File: src/rtl/fb_pkg.sv
// Shared types for the frame-buffer raster-scan read path.
//   state_t     : controller state (IDLE / SCAN / DRAIN)
//   FIFO_DEPTH  : entries in the output skid FIFO
//   pix_flags_t : per-pixel frame/line markers carried alongside each pixel
package fb_pkg;
   typedef enum logic [1:0] {IDLE, SCAN, DRAIN} state_t;
   localparam int FIFO_DEPTH = 2;
   typedef struct packed {
      logic sof;
      logic eof;
      logic sol;
      logic eol;
   } pix_flags_t;
endpackage

File: src/rtl/fb_scan_rd_if.sv
// Bus bundle between the scan controller, the frame memory read port and
// the pixel stream sink.
//   master : the scan controller (drives read strobe/address and pixel stream)
//   slave  : memory + display side (returns read data and pix_ready)
interface fb_scan_rd_if #(
   parameter int DATA_WIDTH = 16,
   parameter int ADDR_WIDTH = 5
);
   import fb_pkg::*;
   logic                  mem_rd_en;
   logic [ADDR_WIDTH-1:0] mem_rd_addr;
   logic [DATA_WIDTH-1:0] mem_rd_data;
   logic [DATA_WIDTH-1:0] pix_data;
   logic                  pix_valid;
   logic                  pix_ready;
   logic                  pix_sof;
   logic                  pix_eof;
   logic                  pix_sol;
   logic                  pix_eol;

   modport master (
      output mem_rd_en, mem_rd_addr, pix_data, pix_valid,
             pix_sof, pix_eof, pix_sol, pix_eol,
      input  mem_rd_data, pix_ready
   );
   modport slave (
      input  mem_rd_en, mem_rd_addr, pix_data, pix_valid,
             pix_sof, pix_eof, pix_sol, pix_eol,
      output mem_rd_data, pix_ready
   );
endinterface

File: src/rtl/fb_skid_fifo.sv
// Two-entry FIFO with a registered head: dout comes straight from a flop,
// the second entry only fills while the head is stalled.
// Ports: clk, reset (async active-low), push/din, pop, dout, count, empty, full.
// Caller must not push when full without a simultaneous pop, nor pop when empty.
module fb_skid_fifo
   import fb_pkg::*;
#(
   parameter int WIDTH = 20
) (
   input  logic                            clk,
   input  logic                            reset,
   input  logic                            push,
   input  logic                            pop,
   input  logic [WIDTH-1:0]                din,
   output logic [WIDTH-1:0]                dout,
   output logic [$clog2(FIFO_DEPTH+1)-1:0] count,
   output logic                            empty,
   output logic                            full
);
   localparam int CW = $clog2(FIFO_DEPTH+1);

   logic [WIDTH-1:0] head, tail;
   logic [CW-1:0]    cnt;

   always_ff @(posedge clk or negedge reset) begin
      if (!reset) begin
         head <= '0;
         tail <= '0;
         cnt  <= '0;
      end else begin
         case ({push, pop})
            2'b10: begin
               if (cnt == '0) head <= din;
               else           tail <= din;
               cnt <= cnt + CW'(1);
            end
            2'b01: begin
               if (cnt == CW'(2)) head <= tail;
               cnt <= cnt - CW'(1);
            end
            2'b11: begin
               // occupancy unchanged; the new word goes behind whatever remains
               if (cnt == CW'(1)) head <= din;
               else begin
                  head <= tail;
                  tail <= din;
               end
            end
            default: ;
         endcase
      end
   end

   assign dout  = head;
   assign count = cnt;
   assign empty = (cnt == '0);
   assign full  = (cnt == CW'(FIFO_DEPTH));
endmodule

File: src/rtl/fb_scan_rd.sv
// Raster-scan read controller for the frame-buffer data memory.
// Issues sequential reads for one frame, absorbs the 1-cycle memory read
// latency, and streams pixels with sof/eof/sol/eol markers through a
// 2-entry skid FIFO so downstream backpressure never drops a pixel.
// Ports: clk, reset (async active-low), start, busy, done, bus (master side:
// mem_rd_en/mem_rd_addr/mem_rd_data, pix_data/valid/ready + flags).
// Build option: FB_SCAN_RD_CONT_EN selects continuous frame scanning
// (restart on the last read with no bubble) instead of single-frame mode.
module fb_scan_rd
   import fb_pkg::*;
#(
   parameter int DATA_WIDTH = 16,
   parameter int ADDR_WIDTH = 5,
   parameter int FRAME_W    = 8,
   parameter int FRAME_H    = 4,
   parameter int BASE_ADDR  = 0
) (
   input  logic         clk,
   input  logic         reset,
   input  logic         start,
   output logic         busy,
   output logic         done,
   fb_scan_rd_if.master bus
);
   localparam int XW = (FRAME_W > 1) ? $clog2(FRAME_W) : 1;
   localparam int YW = (FRAME_H > 1) ? $clog2(FRAME_H) : 1;
   localparam int CW = $clog2(FIFO_DEPTH+1);
   localparam logic [XW-1:0]         X_LAST = XW'(FRAME_W-1);
   localparam logic [YW-1:0]         Y_LAST = YW'(FRAME_H-1);
   localparam logic [ADDR_WIDTH-1:0] ADDR0  = ADDR_WIDTH'(BASE_ADDR);

   state_t                  state, state_nx;
   logic [XW-1:0]           x;
   logic [YW-1:0]           y;
   logic [ADDR_WIDTH-1:0]   addr;
   logic                    inflight;
   pix_flags_t              cur_flags, rd_flags, head_flags;
   logic [DATA_WIDTH+3:0]   fifo_dout;
   logic [CW-1:0]           fifo_cnt;
   logic                    fifo_empty, fifo_full;
   logic                    pop, push, issue, last_rd;

   assign pop = !fifo_empty && bus.pix_ready;

   // Occupancy after this cycle's pop, counting the read still in flight,
   // must leave room for one more word.
   assign issue   = (state == SCAN) &&
                    (({1'b0, fifo_cnt} + 3'(inflight) - 3'(pop)) < 3'd2);
   assign last_rd = issue && (x == X_LAST) && (y == Y_LAST);

   always_comb begin
      cur_flags     = '0;
      cur_flags.sof = (x == '0) && (y == '0);
      cur_flags.eof = (x == X_LAST) && (y == Y_LAST);
      cur_flags.sol = (x == '0);
      cur_flags.eol = (x == X_LAST);
   end

   assign head_flags = pix_flags_t'(fifo_dout[DATA_WIDTH+3:DATA_WIDTH]);
   assign done       = pop && head_flags.eof;

   always_comb begin
      state_nx = state;
      case (state)
         IDLE:  if (start) state_nx = SCAN;
`ifndef FB_SCAN_RD_CONT_EN
         SCAN:  if (last_rd) state_nx = DRAIN;
`endif
         DRAIN: if (done) state_nx = IDLE;
         default: state_nx = state;
      endcase
   end

`ifdef FB_SCAN_RD_CONT_EN
   assign busy = (state != IDLE);
`else
   // drops together with done so the two never overlap
   assign busy = (state != IDLE) && !((state == DRAIN) && done);
`endif

   always_ff @(posedge clk or negedge reset) begin
      if (!reset) begin
         state    <= IDLE;
         x        <= '0;
         y        <= '0;
         addr     <= ADDR0;
         inflight <= 1'b0;
         rd_flags <= '0;
      end else begin
         state    <= state_nx;
         inflight <= issue;
         if (issue) begin
            rd_flags <= cur_flags;
            // counters reload on the last read so the next frame (or the
            // next start) begins at pixel (0,0)
            if (last_rd) begin
               x    <= '0;
               y    <= '0;
               addr <= ADDR0;
            end else begin
               addr <= addr + ADDR_WIDTH'(1);
               if (x == X_LAST) begin
                  x <= '0;
                  y <= y + YW'(1);
               end else begin
                  x <= x + XW'(1);
               end
            end
         end
      end
   end

   // the read returns one cycle after issue; its flags were parked in rd_flags
   assign push = inflight && (!fifo_full || pop);

   fb_skid_fifo #(.WIDTH(DATA_WIDTH+4)) u_fifo (
      .clk   (clk),
      .reset (reset),
      .push  (push),
      .pop   (pop),
      .din   ({rd_flags, bus.mem_rd_data}),
      .dout  (fifo_dout),
      .count (fifo_cnt),
      .empty (fifo_empty),
      .full  (fifo_full)
   );

   assign bus.mem_rd_en   = issue;
   assign bus.mem_rd_addr = addr;
   assign bus.pix_valid   = !fifo_empty;
   assign bus.pix_data    = fifo_dout[DATA_WIDTH-1:0];
   assign bus.pix_sof     = !fifo_empty && head_flags.sof;
   assign bus.pix_eof     = !fifo_empty && head_flags.eof;
   assign bus.pix_sol     = !fifo_empty && head_flags.sol;
   assign bus.pix_eol     = !fifo_empty && head_flags.eol;
endmodule

File: src/flat_wrapper.sv
// flat-port wrapper written by rule: the top's interface ports become plain ports
module fb_scan_rd_flat import fb_pkg::*;
#(
   parameter int DATA_WIDTH = 16,
   parameter int ADDR_WIDTH = 5,
   parameter int FRAME_W    = 8,
   parameter int FRAME_H    = 4,
   parameter int BASE_ADDR  = 0
)
  (clk, reset, start, busy, done, bus_mem_rd_en, bus_mem_rd_addr, bus_pix_data, bus_pix_valid, bus_pix_sof, bus_pix_eof, bus_pix_sol, bus_pix_eol, bus_mem_rd_data, bus_pix_ready);
  fb_scan_rd_if #(.DATA_WIDTH(DATA_WIDTH), .ADDR_WIDTH(ADDR_WIDTH)) bus_i ();
  input  logic clk;
  input  logic reset;
  input  logic start;
  output logic busy;
  output logic done;
  output wire logic [$bits(bus_i.mem_rd_en)-1:0] bus_mem_rd_en;
  output wire logic [$bits(bus_i.mem_rd_addr)-1:0] bus_mem_rd_addr;
  output wire logic [$bits(bus_i.pix_data)-1:0] bus_pix_data;
  output wire logic [$bits(bus_i.pix_valid)-1:0] bus_pix_valid;
  output wire logic [$bits(bus_i.pix_sof)-1:0] bus_pix_sof;
  output wire logic [$bits(bus_i.pix_eof)-1:0] bus_pix_eof;
  output wire logic [$bits(bus_i.pix_sol)-1:0] bus_pix_sol;
  output wire logic [$bits(bus_i.pix_eol)-1:0] bus_pix_eol;
  input wire logic [$bits(bus_i.mem_rd_data)-1:0] bus_mem_rd_data;
  input wire logic [$bits(bus_i.pix_ready)-1:0] bus_pix_ready;
  assign bus_mem_rd_en = bus_i.mem_rd_en;
  assign bus_mem_rd_addr = bus_i.mem_rd_addr;
  assign bus_pix_data = bus_i.pix_data;
  assign bus_pix_valid = bus_i.pix_valid;
  assign bus_pix_sof = bus_i.pix_sof;
  assign bus_pix_eof = bus_i.pix_eof;
  assign bus_pix_sol = bus_i.pix_sol;
  assign bus_pix_eol = bus_i.pix_eol;
  assign bus_i.mem_rd_data = bus_mem_rd_data;
  assign bus_i.pix_ready = bus_pix_ready;
  fb_scan_rd #(.DATA_WIDTH(DATA_WIDTH), .ADDR_WIDTH(ADDR_WIDTH), .FRAME_W(FRAME_W), .FRAME_H(FRAME_H), .BASE_ADDR(BASE_ADDR)) u_core (.clk(clk), .reset(reset), .start(start), .busy(busy), .done(done), .bus(bus_i));
endmodule
File: config.mk
export PLATFORM = sky130hd
export DESIGN_NAME = fb_scan_rd_flat
export DESIGN_NICKNAME = d
export VERILOG_FILES = /design/src/rtl/fb_pkg.sv /design/src/rtl/fb_scan_rd_if.sv /design/src/rtl/fb_skid_fifo.sv /design/src/rtl/fb_scan_rd.sv /design/src/flat_wrapper.sv
export SDC_FILE = /design/constraint.sdc
export NUM_CORES = 1
export LEC_CHECK = 0
export ABC_AREA = 1
export CAP_MARGIN = 20
export CORE_MARGIN = 1.5
export CORE_UTILIZATION = 46
export DETAILED_ROUTE_END_ITERATION = 8
export PLACE_DENSITY = 0.7
export REMOVE_ABC_BUFFERS = 1
export SLEW_MARGIN = 20
export SYNTH_ARGS = -nofsm -noshare
export SYNTH_HDL_FRONTEND = slang
export SYNTH_SLANG_ARGS = --single-unit
File: constraint.sdc
create_clock -name clk -period 7.35 [get_ports clk]
set_clock_uncertainty 0.2 [all_clocks]
set_input_delay 2.205 -clock clk [delete_from_list [all_inputs] [get_ports clk]]
set_output_delay 2.205 -clock clk [all_outputs]
set_load 0.005 [all_outputs]
Word-level counts from Yosys, hierarchy flattened:

Cells that the tools add are included.
Widths: inputs -> output; s select.

* flip-flop bits (word level): 59
* input bits: 20
* output and inout bits: 29
* logic and storage cells: 85

* $add $sub $neg: 7
* order comparisons: 1
* eq/ne operators: 16
* multiplexer cells: 17
* reduce and logical (&&, ||, !) cells: 32

Operators by type and width (number)
* $mux 20: 5
* $pmux 20 s3: 1
* $pmux 20 s2: 1
* $logic_and 1x1->1: 14
* $eq 2x2->1 const B: 5
* $mux 2: 5
* $ne 2x1->1 const B: 4
* $reduce_bool 2->1: 4
* $eq 2x1->1 const B: 3
* $logic_not 2->1: 3
* $mux 3: 2
* $ne 2x2->1 const B: 3
* $pmux 2 s3: 1
* $reduce_and 3->1: 2
* $reduce_bool 3->1: 2
* $add 5x1->5 const B: 1
* $mux 5: 1
* $add 2x1->2 const B: 2
* $pmux 2 s2: 1
* $reduce_and 4->1: 1
* $add 2x1->3: 1
* $add 3x1->3 const B: 1
* $eq 3x3->1 const B: 1
* $logic_not 1->1: 3
* 6 further kinds: 6

Depth between registers and ports, before layout:

Gate-level depths: netlist of the first run.

* depth after elaboration: 10
* gate-level depth with buffers: 14
* gate-level depth less buffers: 13

Hierarchy:

A second synthesis of the first run with hierarchy kept.

* cell total of the unflattened synthesis: 404
* area total of the unflattened synthesis: 3150.5 um^2

By module, submodules not included
* fb_skid_fifo: times used 1, cells an instance 272, area each 2114.5 um^2, sequential area each 1051.0 um^2
* fb_scan_rd: times used 1, cells an instance 132, area each 1036.0 um^2, sequential area each 425.4 um^2

Least setup slack after synthesis of the first run:

Ideal clock, no wire load.

* path kind: input port to output port
* start: in bus_pix_ready
* end: out bus_mem_rd_en
* data arrival time: 4187 ps
* required time: 4945 ps
* slack: 758 ps
* cell stages on the path: 11
* path buffers: 2
* path through: inv_1 > nor2_1 > buf_2 > ha_1 > or2_2 > fa_1 > nand2_1 > inv_1 > nand3_1 > inv_1 > buf_2

* word-level cells in the longest chain between the ends: 4

Ends and longest elaborated chain
* start: declaration: line flat_wrapper.sv:26 `input wire logic [$bits(bus_i.pix_ready)-1:0] bus_pix_ready;`
* $logic_and 1x1->1: line fb_scan_rd.sv:43 `assign pop = !fifo_empty && bus.pix_ready;`
* $sub 3x1->3: line fb_scan_rd.sv:48 `(({1'b0, fifo_cnt} + 3'(inflight) - 3'(pop)) < 3'd2);`
* $lt 3x2->1: line fb_scan_rd.sv:48
* $logic_and 1x1->1: line fb_scan_rd.sv:47 `assign issue = (state == SCAN) &&`
* end: declaration: line flat_wrapper.sv:17 `output wire logic [$bits(bus_i.mem_rd_en)-1:0] bus_mem_rd_en;`

No other way between the ends.

Final worst setup path of the first run:

Ends and elaborated chain as after synthesis.

==> reports/qor.csv, run 1 <==
stage,metric,value,unit
global_route,first-pass GRT wire length,12.0,mm
route,vias per std cell,5.07,
status,status,"complete, no violations",
layout,Area Growth Syn to Fin,19.1,%
logic_synthesis,area of the mapped netlist,3230,um2
global_route,met3 Use GR,5.71,%
floorplanning,Die Y,86.8,um
sta,RSZ-0062 raised after global routing,no,
layout,fillers,638,
cts,setup bufs post-CTS,0,
worst_setup_path,Worst EP required,4.95,ns
placement,routability cong.,0.729,
worst_setup_path,Critical Path Start Type,input pin,
sta,Final Setup Violations,0,
route,DRC viols,0,
layout,Final Net Count,471,
logic_synthesis,number of synthesized flops with an enable pin,0,
worst_setup_path,reg2reg path depth,11,
cts,Worst-Skew Late Latency,0.34,ns
sta,Final min period,7.18,ns
logic_synthesis,Yosys top cell area share,45.7,%
global_route,initial antenna violation count,0,
cts,Root Driver,clkbuf_8,
logic_synthesis,Yosys cell types,24,
logic_synthesis,"Top FF cell, synth",dfrtp_1,
worst_setup_path,Reg-to-Reg Start,u_core.u_fifo.count[1],
worst_setup_path,Setup crit end kind,output pin,
floorplanning,die width,86.8,um
floorplanning,row cnt,30,
global_route,gr busiest metal,met2,
logic_synthesis,"count leader, synth",nand2_1,
sta,max-slew violations,0,
power,PD cells,395,nW/um2
route,DRT Pass-1 Iters,5,
worst_setup_path,Reg-to-Reg End,u_core.u_fifo.dout[4],
cts,clock buffer depth,2,
worst_setup_path,WS Path Type,in -> out,
sta,Worst Max-Slew Pin Slew,0.797,ns
layout,n_diodes,0,
sta,Fin. Hold Viols,0,
worst_setup_path,reg2reg setup slack,3.86,ns
sta,fmax,139,MHz
logic_synthesis,Post-Synthesis Cells,408,
logic_synthesis,"Seq/Total Area, Yosys",45.7,%
cts,CTS sink cnt,59,
global_route,largest net degree at the start of global routing,60,
global_route,GRT Util Overall,20.5,%
global_route,vias in the first global route,2695,
layout,"non-filler cells, final",535,
placement,Cells after DPL,519,
global_route,Global Route met2 Usage,35.7,%
layout,share of cells above drive strength 1,6.61,%
logic_synthesis,Seq cells post-synth,59,
route,wire per inst,13.0,um
floorplanning,die area,7530,um2
cts,# hold bufs at CTS,0,
logic_synthesis,synth top area cells,"dfrtp_1 (46%), nand2_1 (18%), nand3_1 (8.2%)",
logic_synthesis,syn_area_per_cell,7.91,um2
sta,WHS,0.273,ns
cts,CTS Buf Count,9,
worst_hold_path,hold path cells,2,
logic_synthesis,Post-synth top cells,"nand2_1 (153), dfrtp_1 (59), nand3_1 (53), inv_1 (29), nand4_1 (21)",
floorplanning,# IOs,49,
sta,Fin Setup TNS,0,ns
cts,"Reg clk slew, reported paths",0.06,ns
power,Max VDD drop,0.000210,V
route,initial DRC count,150,
worst_hold_path,hold_sp,u_core.u_fifo.tail[12],
logic_synthesis,warnings from Yosys,0,
route,"antenna viol nets, final",0,
route,drt total wl,6.96,mm
logic_synthesis,largest area contributor in the netlist,dfrtp_1,
logic_synthesis,asr flop ratio synth,100,%
cts,post-CTS sizing,0,
global_route,Congestion Overflow GR,0,
placement,Detailed Place HPWL,4.46,mm
route,Via Count,2712,
power,leak pwr,2.02,nW
cts,htree depth,3,
sta,max_slew headroom,46.7,%
worst_setup_path,Crit Path Max Fanout,2,
run,max cap viols,0,
worst_hold_path,HP Class,reg -> reg,
floorplanning,Initial Utilization,47.5,%
floorplanning,total core area,6790,um2
global_route,met1 Usage GRT,24.8,%
sta,fin crit share,97.7,%
placement,port bufs,48,
worst_hold_path,worst hold endpoint,u_core.u_fifo.tail[12],
worst_setup_path,critical path arrival,4.77,ns
cts,CTS tree,done,
-- stage by stage --
stage                     setup slack, ns  util, %  total power, mW  instance area, um2
after global routing               0.0434     56.6             1.66                3840
after floorplan                    0.0999        -            0.913                2980
after global placement              0.190     53.2             1.17                3620
after detailed placement            0.177     53.2             1.19                3620
final                               0.170     56.6             1.52                3840
after CTS                           0.153     56.6             1.54                3840
-- power breakdown --
part / switching, mW / internal, mW / total [mW]
clock network: 0.125 / 0.209 / 0.334
logic: 0.359 / 0.278 / 0.636
registers: 0.0883 / 0.462 / 0.550
total: 0.572 / 0.948 / 1.52
-- cell type report --
cell class / instances / area (um2) / area share [%]
inverter: 31 / 116 / 3.03
sequential: 59 / 1480 / 38.4
timing repair buffer: 53 / 513 / 13.3
clock buffer: 12 / 155 / 4.04
multi-input combinational: 280 / 1390 / 36.2
tap: 96 / 120 / 3.12
clock inverter: 4 / 72.6 / 1.89
-- registers in the layout (all words and copies together) (netlist names) --
register                cells
u_core.x                    3
u_core.bus.mem_rd_addr      5
u_core.state                2
u_core.u_fifo.dout         20
u_core.inflight             1
u_core.u_fifo.tail         20
u_core.rd_flags             4
u_core.u_fifo.count         2
u_core.y                    2
-- cell families (layout without fill, tap and decap cells) --
logic type	count (synthesis)	after routing	synth area share [%]
AND/OR/NAND/NOR	243	243	32.8
buffers and inverters	69	100	11.2
flip-flops	59	59	45.7
AO/OA/AOI/OAI	18	18	2.95
adder cells (fa/ha/maj)	17	17	6.82
XOR/XNOR	2	2	0.543
-- cells in the final DEF, fill, tap and decap left out, drive strengths merged --
master,instances
clkdlybuf4s50,47
xor2,2
clkinv,1
nor2,8
or2,1
dfrtp,59
nand4,21
inv,31
bufinv,2
clkinvlp,1
ha,16
o21bai,1
fa,1
nand3,55
buf,6
a21oi,4
clkbuf,12
nor3,1
nand3b,1
o21ai,12
nand2,156
o211ai,1
-- worst max-delay path by stage --
stage,to,depth (start not counted),startpoint,slack (ns)
2_1_floorplan,bus_mem_rd_en,9,bus_pix_ready,0.1
4_1_cts,bus_mem_rd_en,11,bus_pix_ready,0.15
6_report,bus_mem_rd_en,11,bus_pix_ready,0.17
3_5_place_dp,bus_mem_rd_en,11,bus_pix_ready,0.18
3_3_place_gp,bus_mem_rd_en,11,bus_pix_ready,0.19
5_1_grt,bus_mem_rd_en,11,bus_pix_ready,0.04
-- routing by layer --
layer	wire [um]	share of wire, %
met5	0	0
met4	63	0.91
met3	339	4.9
met2	3420	49
met1	3130	45
-- critical path: stages --
cell             delay, ns
clkdlybuf4s50_1       0.49
inv_1                 0.04
nor2_1                0.13
ha_1                  0.25
or2_2                 0.31
fa_1                  0.56
nand2_1               0.05
inv_1                 0.06
nand3_1               0.10
inv_1                 0.09
clkdlybuf4s50_1       0.49
(Power assumes the default switching activity.)
==> inputs of run 2 (changes only) <==
--- a/config.mk
+++ b/config.mk
@@ -5,7 +5,6 @@
 export SDC_FILE = /design/constraint.sdc
 export NUM_CORES = 1
 export LEC_CHECK = 0
-export ABC_AREA = 1
 export CAP_MARGIN = 20
 export CORE_MARGIN = 1.5
 export CORE_UTILIZATION = 46
==> reports/qor.csv, run 2 <==
stage,metric,value,unit,change
status,status,"complete, no violations",,
floorplanning,Initial Utilization,47.6,%,+0.088 points
worst_setup_path,WS Path Type,in -> out,,
cts,"Reg clk slew, reported paths",0.07,ns,about the same
cts,htree depth,3,,unchanged
sta,max-slew violations,0,,unchanged
cts,# hold bufs at CTS,0,,unchanged
logic_synthesis,"Top FF cell, synth",dfrtp_1,,
power,sw power,0.486,mW,-15%
run,max cap viols,0,,unchanged
cts,CTS tree,done,,
worst_hold_path,HP Class,reg -> reg,,
floorplanning,total core area,6310,um2,-7.1%
worst_setup_path,CP Launch Point,bus_pix_ready,,
global_route,GRT Util Overall,16.6,%,-3.9 points
sta,max_slew headroom,31.3,%,-15 points
floorplanning,row cnt,29,,-3.3%
route,"antenna viol nets, final",0,,unchanged
sta,Final Setup Violations,0,,unchanged
logic_synthesis,warnings from Yosys,0,,unchanged
route,Via Count,1900,,-30%
global_route,largest net degree at the start of global routing,60,,unchanged
placement,port bufs,48,,unchanged
layout,fillers,547,,-14%
cts,Worst-Skew Late Latency,0.34,ns,about the same
layout,Area Growth Syn to Fin,22.8,%,
worst_setup_path,Crit Path Max Fanout,7,,+5
cts,CTS sink cnt,59,,unchanged
floorplanning,die area,7030,um2,-6.7%
floorplanning,Die Y,83.8,um,-3.4%
sta,fin crit share,93.3,%,-4.3 points
route,initial DRC count,76,,-49%
worst_setup_path,critical path arrival,4.46,ns,-0.31 ns
power,PD cells,413,nW/um2,+4.5%
cts,CTS Buf Count,9,,unchanged
logic_synthesis,Yosys top cell area share,49.1,%,+3.4 points
layout,Final Net Count,324,,-31%
logic_synthesis,syn_area_per_cell,12.2,um2,+54%
floorplanning,# IOs,49,,unchanged
cts,clock buffer depth,2,,unchanged
logic_synthesis,number of synthesized flops with an enable pin,0,,unchanged
route,drt total wl,5.32,mm,-23%
layout,"commonest non-fill, non-tap cell in the layout",dfrtp_1,,
global_route,Congestion Overflow GR,0,,unchanged
sta,Final min period,6.86,ns,-0.319 ns
power,Pwr Total,1.53,mW,+0.32%
logic_synthesis,Post-synth top cells,"dfrtp_1 (59), mux2_2 (40), a22o_1 (20), buf_4 (20), ha_1 (16)",,
logic_synthesis,"Seq/Total Area, Yosys",49.1,%,+3.4 points
sta,Worst Max-Slew Pin Slew,1.03,ns,+0.234 ns
route,DRC viols,0,,unchanged
floorplanning,die width,83.8,um,-3.4%
layout,n_diodes,0,,unchanged
power,Logic pwr share,41.5,%,-0.4 points
cts,Root Driver,clkbuf_8,,
sta,RSZ-0062 raised after global routing,no,,
placement,Detailed Place HPWL,3.49,mm,-22%
power,clock share of power,21.8,%,-0.2 points
logic_synthesis,largest area contributor in the netlist,dfrtp_1,,
global_route,vias in the first global route,1905,,-29%
power,Max VDD drop,0.000206,V,-2.1%
layout,Register Area,1480,um2,unchanged
route,vias per std cell,5.15,,+1.6%
power,Pint,1.04,mW,+9.5%
power,leak pwr,1.69,nW,-16%
sta,Fin Setup TNS,0,ns,unchanged
placement,routability cong.,0.828,,+14%
worst_setup_path,Worst EP required,4.95,ns,about the same
worst_setup_path,Setup crit end kind,output pin,,
logic_synthesis,asr flop ratio synth,100,%,unchanged
sta,Fin. Hold Viols,0,,unchanged
logic_synthesis,Post-Synthesis Cells,247,,-39%
logic_synthesis,area of the mapped netlist,3010,um2,-6.9%
logic_synthesis,Seq cells post-synth,59,,unchanged
route,DRT Pass-1 Iters,4,,-1
global_route,initial antenna violation count,0,,unchanged
layout,share of cells above drive strength 1,26.0,%,+19 points
global_route,first-pass GRT wire length,9.16,mm,-24%
power,sw frac,31.9,%,-5.7 points
worst_setup_path,Reg-to-Reg Start,u_core.u_fifo.count[1],,
sta,fmax,146,MHz,+4.6%
logic_synthesis,Yosys cell types,36,,+50%
layout,most frequent cells in the layout,"dfrtp_1 (59), clkdlybuf4s50_1 (46), mux2_2 (40), a22o_1 (20), ha_1 (16)",,
logic_synthesis,synth top area cells,"dfrtp_1 (49%), mux2_2 (15%), ha_1 (6.7%)",,
logic_synthesis,"count leader, synth",dfrtp_1,,
power,Flop pwr share,36.7,%,+0.5 points
layout,footprint of the multi-input gates,1310,um2,-6.2%
route,wire per inst,14.4,um,+11%
worst_setup_path,Critical Path Start Type,input pin,,
worst_hold_path,hold_sp,u_core.u_fifo.tail[17],,
[run 2: cell types whose count changed after synthesis, moves of 4 or more]
cell and delta:
nor2b_1 +4, mux2_2 +40, buf_2 -7, xnor2_1 +4, o21ai_0 -7, nand4_1 -21, nand3_1 -51, a22o_1 +20
nand2b_1 +5, inv_1 -14, nand2_1 -139, a21oi_1 +4
[run 2: final cells by class]
class                           instances  area share (%)
Clock inverter                          6            2.41
Clock buffer                           10            3.73
Tap cell                               77            2.61
Multi-Input combinational cell        146            35.4
Inverter                               17            1.73
Timing Repair Buffer                   54            14.2
Sequential cell                        59            40.0
[run 2: stage by stage]
step           area [um2]  setup slack, ns  utilization, %  instances  hold WS (ns)
4_1_cts              3690           0.0885            58.4        369         0.292
2_1_floorplan        2830             1.14               -        222         0.259
5_1_grt              3690            0.378            58.5        369         0.306
6_report             3690            0.489            58.5        369         0.290
3_3_place_gp         3460            0.141            54.8        353         0.269
3_5_place_dp         3460            0.124            54.8        353         0.277
[run 2: what timing repair did]
item | 4_1_cts | 5_1_grt
buffers inserted | 0 | 0
resized for setup | 0 | 1
endpoints found under the setup margin | 0 | 1
[run 2: power groups by stage]
stage | clock network (mW) | registers [mW] | logic, mW
after floorplan | 0 | 0.552 | 0.386
after global placement | 0 | 0.559 | 0.621
after detailed placement | 0 | 0.566 | 0.637
after CTS | 0.338 | 0.561 | 0.645
after global routing | 0.356 | 0.580 | 0.701
final | 0.332 | 0.560 | 0.633
[run 2: cells by family after synthesis]
group	count (synthesis)	share of synthesized area [%]
AO/OA/AOI/OAI	38	9.58
XOR/XNOR	5	1.71
adder cells (fa/ha/maj)	17	7.33
buffers and inverters	42	7.95
flip-flops	59	49.1
multiplexers	44	16.6
AND/OR/NAND/NOR	42	7.74
[run 2: worst max-delay path: stages]
cell and delay, ns:
dlymetal6s2s_1 0.16, nand2b_4 0.08, inv_2 0.11, ha_1 0.23, nand2b_1 0.16, fa_1 0.47, xor2_2 0.21, or2_4 0.27
inv_2 0.05, clkdlybuf4s50_1 0.49
[run 2: path summary, 6_finish.rpt]
kind / to / slack (ns) / cells after the start
max: bus_mem_rd_en / 0.49 / 10
min: u_core.u_fifo.tail[17] / 0.29 / 1
max reg2reg: u_core.state[1] / 3.75 / 12
min reg2reg: u_core.u_fifo.tail[17] / 0.29 / 1
max in group asynchronous: u_core.u_fifo.dout[0] / 4.64 / 2
min in group asynchronous: u_core.x[0] / 1.81 / 2
[run 2: per-layer routing]
layer	wire length [um]	share of wire, %	GRT usage, %
met5	0	0	0
met2	2610	49	26.4
met1	2450	46	21.8
met4	109	2.0	8.05
met3	148	2.8	3.46
